[config.mk]
export PLATFORM = sky130hd
export DESIGN_NAME = jtag_dr_bank
export DESIGN_NICKNAME = d
export VERILOG_FILES = /design/src/rtl/jtag_dr_bank.sv
export SDC_FILE = /design/constraint.sdc
export NUM_CORES = 1
export LEC_CHECK = 0
export CORE_ASPECT_RATIO = 1.1
export CORE_MARGIN = 10
export CORE_UTILIZATION = 40
export CTS_CLUSTER_DIAMETER = 30
export DETAILED_ROUTE_END_ITERATION = 10
export MAX_ROUTING_LAYER = met4
export PLACE_DENSITY = 0.77
export REMOVE_ABC_BUFFERS = 1
export SLEW_MARGIN = 10
export SYNTH_ARGS = -nofsm -noshare
export SYNTH_HDL_FRONTEND = slang
export SYNTH_SLANG_ARGS = --single-unit
[constraint.sdc]
create_clock -name tck -period 1.8 [get_ports tck]
set_input_delay 0.54 -clock tck [delete_from_list [all_inputs] [get_ports tck]]
set_output_delay 0.54 -clock tck [all_outputs]
set_load 0.03 [all_outputs]
[src/rtl/jtag_dr_bank.sv]
// jtag_dr_bank: NUM_CH JTAG data registers selected by consecutive IR opcodes
// starting at OPCODE_BASE. They share one serial shift register. Any opcode
// outside that range falls through to a 1-bit bypass register.
//
// Each channel keeps the last updated payload and raises a valid flag. System
// logic clears the flag with a per-channel ack. If an update lands while the
// previous value is still unacked, the new data wins and a sticky overrun flag
// is raised.
//
// Build option JTAG_DR_BANK_STATUS_EN: widens the shift register by two bits.
// A capture then loads {overrun, valid, payload}, so a debugger can read the
// channel status from the last two shifted bits. The same capture edge clears
// that channel's overrun flag. Without the option, overrun clears only on trst
// or Test-Logic-Reset.
module jtag_dr_bank #(
  parameter int                IR_LEN      = 4,
  parameter int                DR_LEN      = 8,
  parameter int                NUM_CH      = 4,
  parameter logic [IR_LEN-1:0] OPCODE_BASE = 4'h4
) (
  input  logic                     tck,
  input  logic                     trst,
  input  logic                     tdi,
  output logic                     tdo,
  input  logic                     state_tlr,
  input  logic                     state_capturedr,
  input  logic                     state_shiftdr,
  input  logic                     state_updatedr,
  input  logic [IR_LEN-1:0]        ir_reg,
  input  logic [NUM_CH*DR_LEN-1:0] dr_dataIn,
  output logic [NUM_CH*DR_LEN-1:0] dr_dataOut,
  output logic [NUM_CH-1:0]        dr_valid,
  input  logic [NUM_CH-1:0]        dr_ack,
  output logic [NUM_CH-1:0]        dr_overrun,
  output logic                     sel_hit
);

`ifdef JTAG_DR_BANK_STATUS_EN
  localparam int SW = DR_LEN + 2;
`else
  localparam int SW = DR_LEN;
`endif

  // Decode bounds are held as int so that OPCODE_BASE+NUM_CH == 2^IR_LEN
  // does not wrap.
  localparam int BASE_I  = int'(OPCODE_BASE);
  localparam int LIMIT_I = BASE_I + NUM_CH;

  logic [SW-1:0]            sr_q, sr_d;
  logic                     byp_q, byp_d;
  logic [NUM_CH*DR_LEN-1:0] data_q, data_d;
  logic [NUM_CH-1:0]        valid_q, valid_d;
  logic [NUM_CH-1:0]        ovr_q, ovr_d;

  int                       ir_int;
  logic                     hit;
  logic [IR_LEN-1:0]        ch_ofs;
  logic [NUM_CH-1:0]        ch_sel;
  logic [NUM_CH-1:0]        ch_upd;
  logic [DR_LEN-1:0]        cap_data;
  logic [SW-1:0]            cap_word;
  logic [SW-1:0]            sr_shift;

  // Opcode decode into a one-hot channel select.
  // The decode is recomputed every cycle, so an IR change mid-shift takes
  // effect immediately.
  always_comb begin
    ir_int = int'(ir_reg);
    hit    = (ir_int >= BASE_I) && (ir_int < LIMIT_I);
    ch_ofs = ir_reg - OPCODE_BASE;
    ch_sel = '0;
    ch_upd = '0;
    for (int i = 0; i < NUM_CH; i++) begin
      ch_sel[i] = hit && (ch_ofs == IR_LEN'(i));
      ch_upd[i] = state_updatedr && ch_sel[i];
    end
  end

  // Capture value for the selected channel.
`ifdef JTAG_DR_BANK_STATUS_EN
  logic cap_valid;
  logic cap_ovr;

  // With status enabled, the selected channel's flags ride above the payload.
  always_comb begin
    cap_data  = '0;
    cap_valid = 1'b0;
    cap_ovr   = 1'b0;
    for (int i = 0; i < NUM_CH; i++) begin
      if (ch_sel[i]) begin
        cap_data  = dr_dataIn[i*DR_LEN +: DR_LEN];
        cap_valid = valid_q[i];
        cap_ovr   = ovr_q[i];
      end
    end
    cap_word = {cap_ovr, cap_valid, cap_data};
  end
`else
  // Without status, only the payload slice of the selected channel is captured.
  always_comb begin
    cap_data = '0;
    for (int i = 0; i < NUM_CH; i++) begin
      if (ch_sel[i]) cap_data = dr_dataIn[i*DR_LEN +: DR_LEN];
    end
    cap_word = cap_data;
  end
`endif

  // Shift input: tdi enters at the MSB. A single-bit register just takes tdi.
  generate
    if (SW == 1) begin : g_shift_1
      assign sr_shift = tdi;
    end else begin : g_shift_n
      assign sr_shift = {tdi, sr_q[SW-1:1]};
    end
  endgenerate

  // Next state for the shared shift register and the bypass bit.
  // TLR overrides everything else.
  always_comb begin
    sr_d  = sr_q;
    byp_d = byp_q;
    if (state_tlr) begin
      sr_d  = '0;
      byp_d = 1'b0;
    end else if (state_capturedr) begin
      if (hit) sr_d  = cap_word;
      else     byp_d = 1'b0;
    end else if (state_shiftdr) begin
      if (hit) sr_d  = sr_shift;
      else     byp_d = tdi;
    end
  end

  // Per-channel update, ack and overrun bookkeeping.
  // Acks to non-selected channels are still honoured.
  always_comb begin
    data_d  = data_q;
    valid_d = valid_q;
    ovr_d   = ovr_q;
    for (int i = 0; i < NUM_CH; i++) begin
      if (state_tlr) begin
        valid_d[i] = 1'b0;
        ovr_d[i]   = 1'b0;
      end else if (ch_upd[i]) begin
        data_d[i*DR_LEN +: DR_LEN] = sr_q[DR_LEN-1:0];
        valid_d[i]                 = 1'b1;
        if (valid_q[i] && !dr_ack[i]) ovr_d[i] = 1'b1;
      end else begin
        if (dr_ack[i] && valid_q[i]) valid_d[i] = 1'b0;
`ifdef JTAG_DR_BANK_STATUS_EN
        if (state_capturedr && ch_sel[i]) ovr_d[i] = 1'b0;
`endif
      end
    end
  end

  // State registers; trst clears everything, including the held payloads.
  always_ff @(posedge tck or posedge trst) begin
    if (trst) begin
      sr_q    <= '0;
      byp_q   <= 1'b0;
      data_q  <= '0;
      valid_q <= '0;
      ovr_q   <= '0;
    end else begin
      sr_q    <= sr_d;
      byp_q   <= byp_d;
      data_q  <= data_d;
      valid_q <= valid_d;
      ovr_q   <= ovr_d;
    end
  end

  assign tdo        = hit ? sr_q[0] : byp_q;
  assign sel_hit    = hit;
  assign dr_dataOut = data_q;
  assign dr_valid   = valid_q;
  assign dr_overrun = ovr_q;

endmodule
# == Word level (Yosys, flattened, before mapping) ==
# Cells that the tools add are included.
# word_totals
regBits,49
# op_classes
magnitude_cmp,2
add_sub_neg,1
bitwise_logic,1
reduce_logical,46
n_mux,39
n_eq_ne,4
# ops
op,count
$mux W8,9
$mux W1,30
$reduce_and A2 Y1,10
$reduce_bool A2 Y1,9
$logic_and A1 B1 Y1,17
$reduce_bool A3 Y1,5
$eq A4 B2 Y1 const B,2
$eq A4 B1 Y1 const B,1
$ge A4 B3 Y1 const B,1
$logic_not A1 Y1,4
$logic_not A4 Y1,1
$lt A4 B4 Y1 const B,1
$sub A4 B3 Y4 const B,1
$ne A2 B2 Y1 const B,1
$not A1 Y1,1

# == Longest topological paths before layout ==
# logic_depth
depth_word,10
depth_mapped,7

# == Worst setup path before layout ==
# No wires, ideal clock.
# synth_timing
path_kind,input port to output port
start,in ir_reg[3]
end,out tdo
arrival_ns,1.380
path_stages,4
required_time_ns,1.260
slack_ns,-0.120
path_cell_list,nand2b_2 -> clkinv_1 -> nand2_1 -> nand2_1
# synth_between
elab_chain_len,3
elab_cells_between_ends,4
cone_classes,order compare: 2; mux: 1; reduce/logical: 1
# synth_lines
item,line_no,text
start: declaration,29,"input logic [IR_LEN-1:0] ir_reg,"
$ge A4 B3 Y1 / $lt A4 B4 Y1 (equally long branches),69,hit = (ir_int >= BASE_I) && (ir_int < LIMIT_I);
$logic_and A1 B1 Y1 *,69,
net sel_hit,35,output logic sel_hit
$mux W1 *,175,assign tdo = hit ? sr_q[0] : byp_q;
end: declaration,24,"output logic tdo,"
# Mark *: on every way through the listed nets, which the timed path passes. The rest lies on a longest branch.

# == Worst setup path in the final report ==
# layout_timing
start,in ir_reg[2]
end,out sel_hit
# layout_between
elab_chain_len,2
elab_cells_between_ends,3
cone_classes,order compare: 2; reduce/logical: 1
# layout_lines
item,line_no
$ge A4 B3 Y1 / $lt A4 B4 Y1 (equally long branches),69
$logic_and A1 B1 Y1 *,69
end: declaration,35
# Every way passes the cells marked *; elsewhere a longest branch is shown, timed or not.

==> results.yml <==
floorplanning:
  initial_core_util_pct: 41.44
  chipHeight_um: 101.1
  placementRows: 29
  die_area_mm2: 0.009474
  ios: 89
  core_area_mm2: 0.005769
  die_x_um: 93.72
timing:
  rsz0062_at_grt: "false"
  slew_violations: 0
  setup_violations: 0
  fmaxAchievable_mhz: 564.0
  timing.hold.ws_ps: 467.3
  finalHoldViolCount: 0
  maxSlewHeadroom_pct: 76.07
  fin_worst_skew_ps: 3.693
  worst-slew-pin-transition_ps: 358.6
  setup_tns_ps: 0
  finalCriticalPeriod_ps: 1773
  finalCritPeriodShare_pct: 98.50
cells_and_area:
  area_delta_synth_final_pct: 51.02
  final_cells: 391
  final_nets: 360
  fin_area_mm2: 0.003611
  antenna_cells: 0
  utilization_pct: 62.59
  drive_gt1_share_pct: 27.71
synth:
  ys_seq_area_share_pct: 51.28
  synth_compound_area_share_pct: 15.54
  synth_xor_xnor_area_share_pct: 0
  synthMostInstantiatedCell: "dfrtp_1"
  synth_mux_area_share_pct: 20.04
  yosys-top-cells-count: "dfrtp_1 (49), mux2_2 (29), a21oi_1 (17)"
  yosys.area.top_type: "dfrtp_1"
  ys.flop_type: "dfrtp_1"
  synth_top_family_by_area: "multiplexers"
  synthAdderAreaFrac_pct: 0
  avgSynthCellArea_um2: 11.84
  yosys-top-cells-area: "dfrtp_1 (51%), mux2_2 (14%), mux2_4 (5.0%)"
  synth_top_area_share_pct: 51.28
  synth_edf_count: 0
  yosys.area_share.simple_pct: 8.216
  ys_async_sr_fraction_pct: 100.0
  syn_area_mm2: 0.002391
  syn_inst: 202
  ys_types: 33
  ys_seq_elements: 49
  yosysWarnings: 0
grt:
  antenna_found_initial: 0
  grt-ovfl-total: 0
  grt_max_degree: 41
  grt_usage_pct: 14.41
  grt_pass1_wl_mm: 10.65
  grt_pass1_vias: 2137
clocking:
  cts.sink_count: 49
  cts_tree: "done"
  ctsRootBufferMaster: "clkbuf_8"
  worstSkewPairLatency_ps: 300
  cts_buffers: 5
  path_clk_slew_ps: 90
  cts-hold-fix-buffers: 0
  cts_buffer_depth: 2
  cts.htree.levels: 2
drt:
  drt-initial-drc-count: 55
  drt-vias-per-instance: 4.980
  routedWlPerCell_um: 16.57
  wl_mm: 6.477
  ant_nets: 0
  num_vias: 1947
  drc: 0
  drtPass1Iterations: 4
run:
  drv_cap: 0
setup_path:
  crit_path_end_kind: "output pin"
  crit_fanout: 3
  start_kind: "primary input"
  crit_type: "primary input to output pin"
  crit_required_ps: 1260
  r2r-start: "sr_q[7]"
  cp.arrival_ps: 1230
  critPathLaunch: "ir_reg[2]"
place:
  dp.cells: 378
  gp_congestion: 0.8237
  placed_area_mm2: 0.003496
  io_buffers: 88
  dp_hpwl_mm: 5.002
power:
  irDropWorstVdd_uv: 392.4
  power_leakage_nw: 1.826
  power.density_mw_per_mm2: 784.2
hold_path:
  hold_path.class: "primary input to asynchronous set/reset pin"
run_status:
  status: "complete, no violations"
==> per-layer routing <==
layer	wire (um)	global-route usage [%]	share of wire [%]	vias up
met5	0	-	0	-
met4	109	5.380	1.7	0
met3	404	3.726	6.2	6
met2	3123	23.04	48	75
met1	2839	17.02	44	919
li1	-	-	-	947
==> registers in the layout (all words and copies together), names as in the netlist <==
name        cells
dr_dataOut     32
dr_overrun      4
byp_q           1
dr_valid        4
sr_q            8
==> repair_timing <==
item	in CTS	in global routing
buffers inserted	1	3
pin swaps	1	0
resized for setup	54	8
cloned	0	1
setup endpoints to repair	62	14
==> final timing paths <==
kind / slack (ps) / cells past startpoint / endpoint
setup / recovery: 30 / 5 / sel_hit
hold / removal: 470 / 2 / dr_dataOut[28]
setup reg to reg: 780 / 4 / sr_q[6]
hold reg to reg: 510 / 1 / dr_dataOut[28]
max in group asynchronous: 870 / 3 / dr_dataOut[4]
min in group tck: 510 / 1 / dr_dataOut[28]
==> final cells by class <==
cell class	instances	area (um^2)
fill	503	2158
sequential	49	1226
timing repair buffer	116	1080
multi-input combinational	127	1064
tap	77	96.34
clock buffer	5	68.82
inverter	14	53.80
clock inverter	3	22.52
==> placed cells by master, fill, tap and decap left out, types with 2 or more instances in the layout <==
cell type        instances
o21ai_0                 13
clkinv_4                 2
buf_4                   22
clkdlybuf4s50_1         41
inv_1                   12
nor2_1                   3
nand2_1                  4
dlygate4sd2_1           42
mux2_1                   2
nand2b_1                11
mux2_4                   8
clkbuf_8                 5
o22ai_1                  6
mux2_2                  29
clkinv_2                 2
a21oi_1                 17
buf_12                   2
dfrtp_1                 49
buf_6                    6
o31ai_1                  5
a21o_1                   7
o22a_1                   7
==> where the power goes <==
part	internal, mW	switching (mW)	total [mW]
registers	1.24	0.0889	1.33
clock network	0.276	0.372	0.648
logic	0.398	0.459	0.858
total	1.91	0.920	2.83
==> cell families (layout without fill, tap and decap cells) <==
| group | Yosys count | in the layout |
|---|---|---|
| compound gates | 59 | 59 |
| buf+inv | 26 | 138 |
| flops | 49 | 49 |
| mux | 40 | 40 |
| simple gates | 28 | 28 |
==> critical path, cell delays in order <==
cell             delay (ps)
clkdlybuf4s15_2         230
nand2b_4                110
clkinv_2                 60
buf_4                   130
buf_4                   160
==> through the flow <==
step | power, mW | setup slack [ps]
2_1_floorplan | 1.812 | -259.6
5_1_grt | 2.987 | 4.811
4_1_cts | 2.855 | -5.232
3_5_place_dp | 2.297 | -422.1
3_3_place_gp | 2.278 | -368.8
6_report | 2.832 | 26.96
No activity file was read; power rests on OpenSTA's default activity.
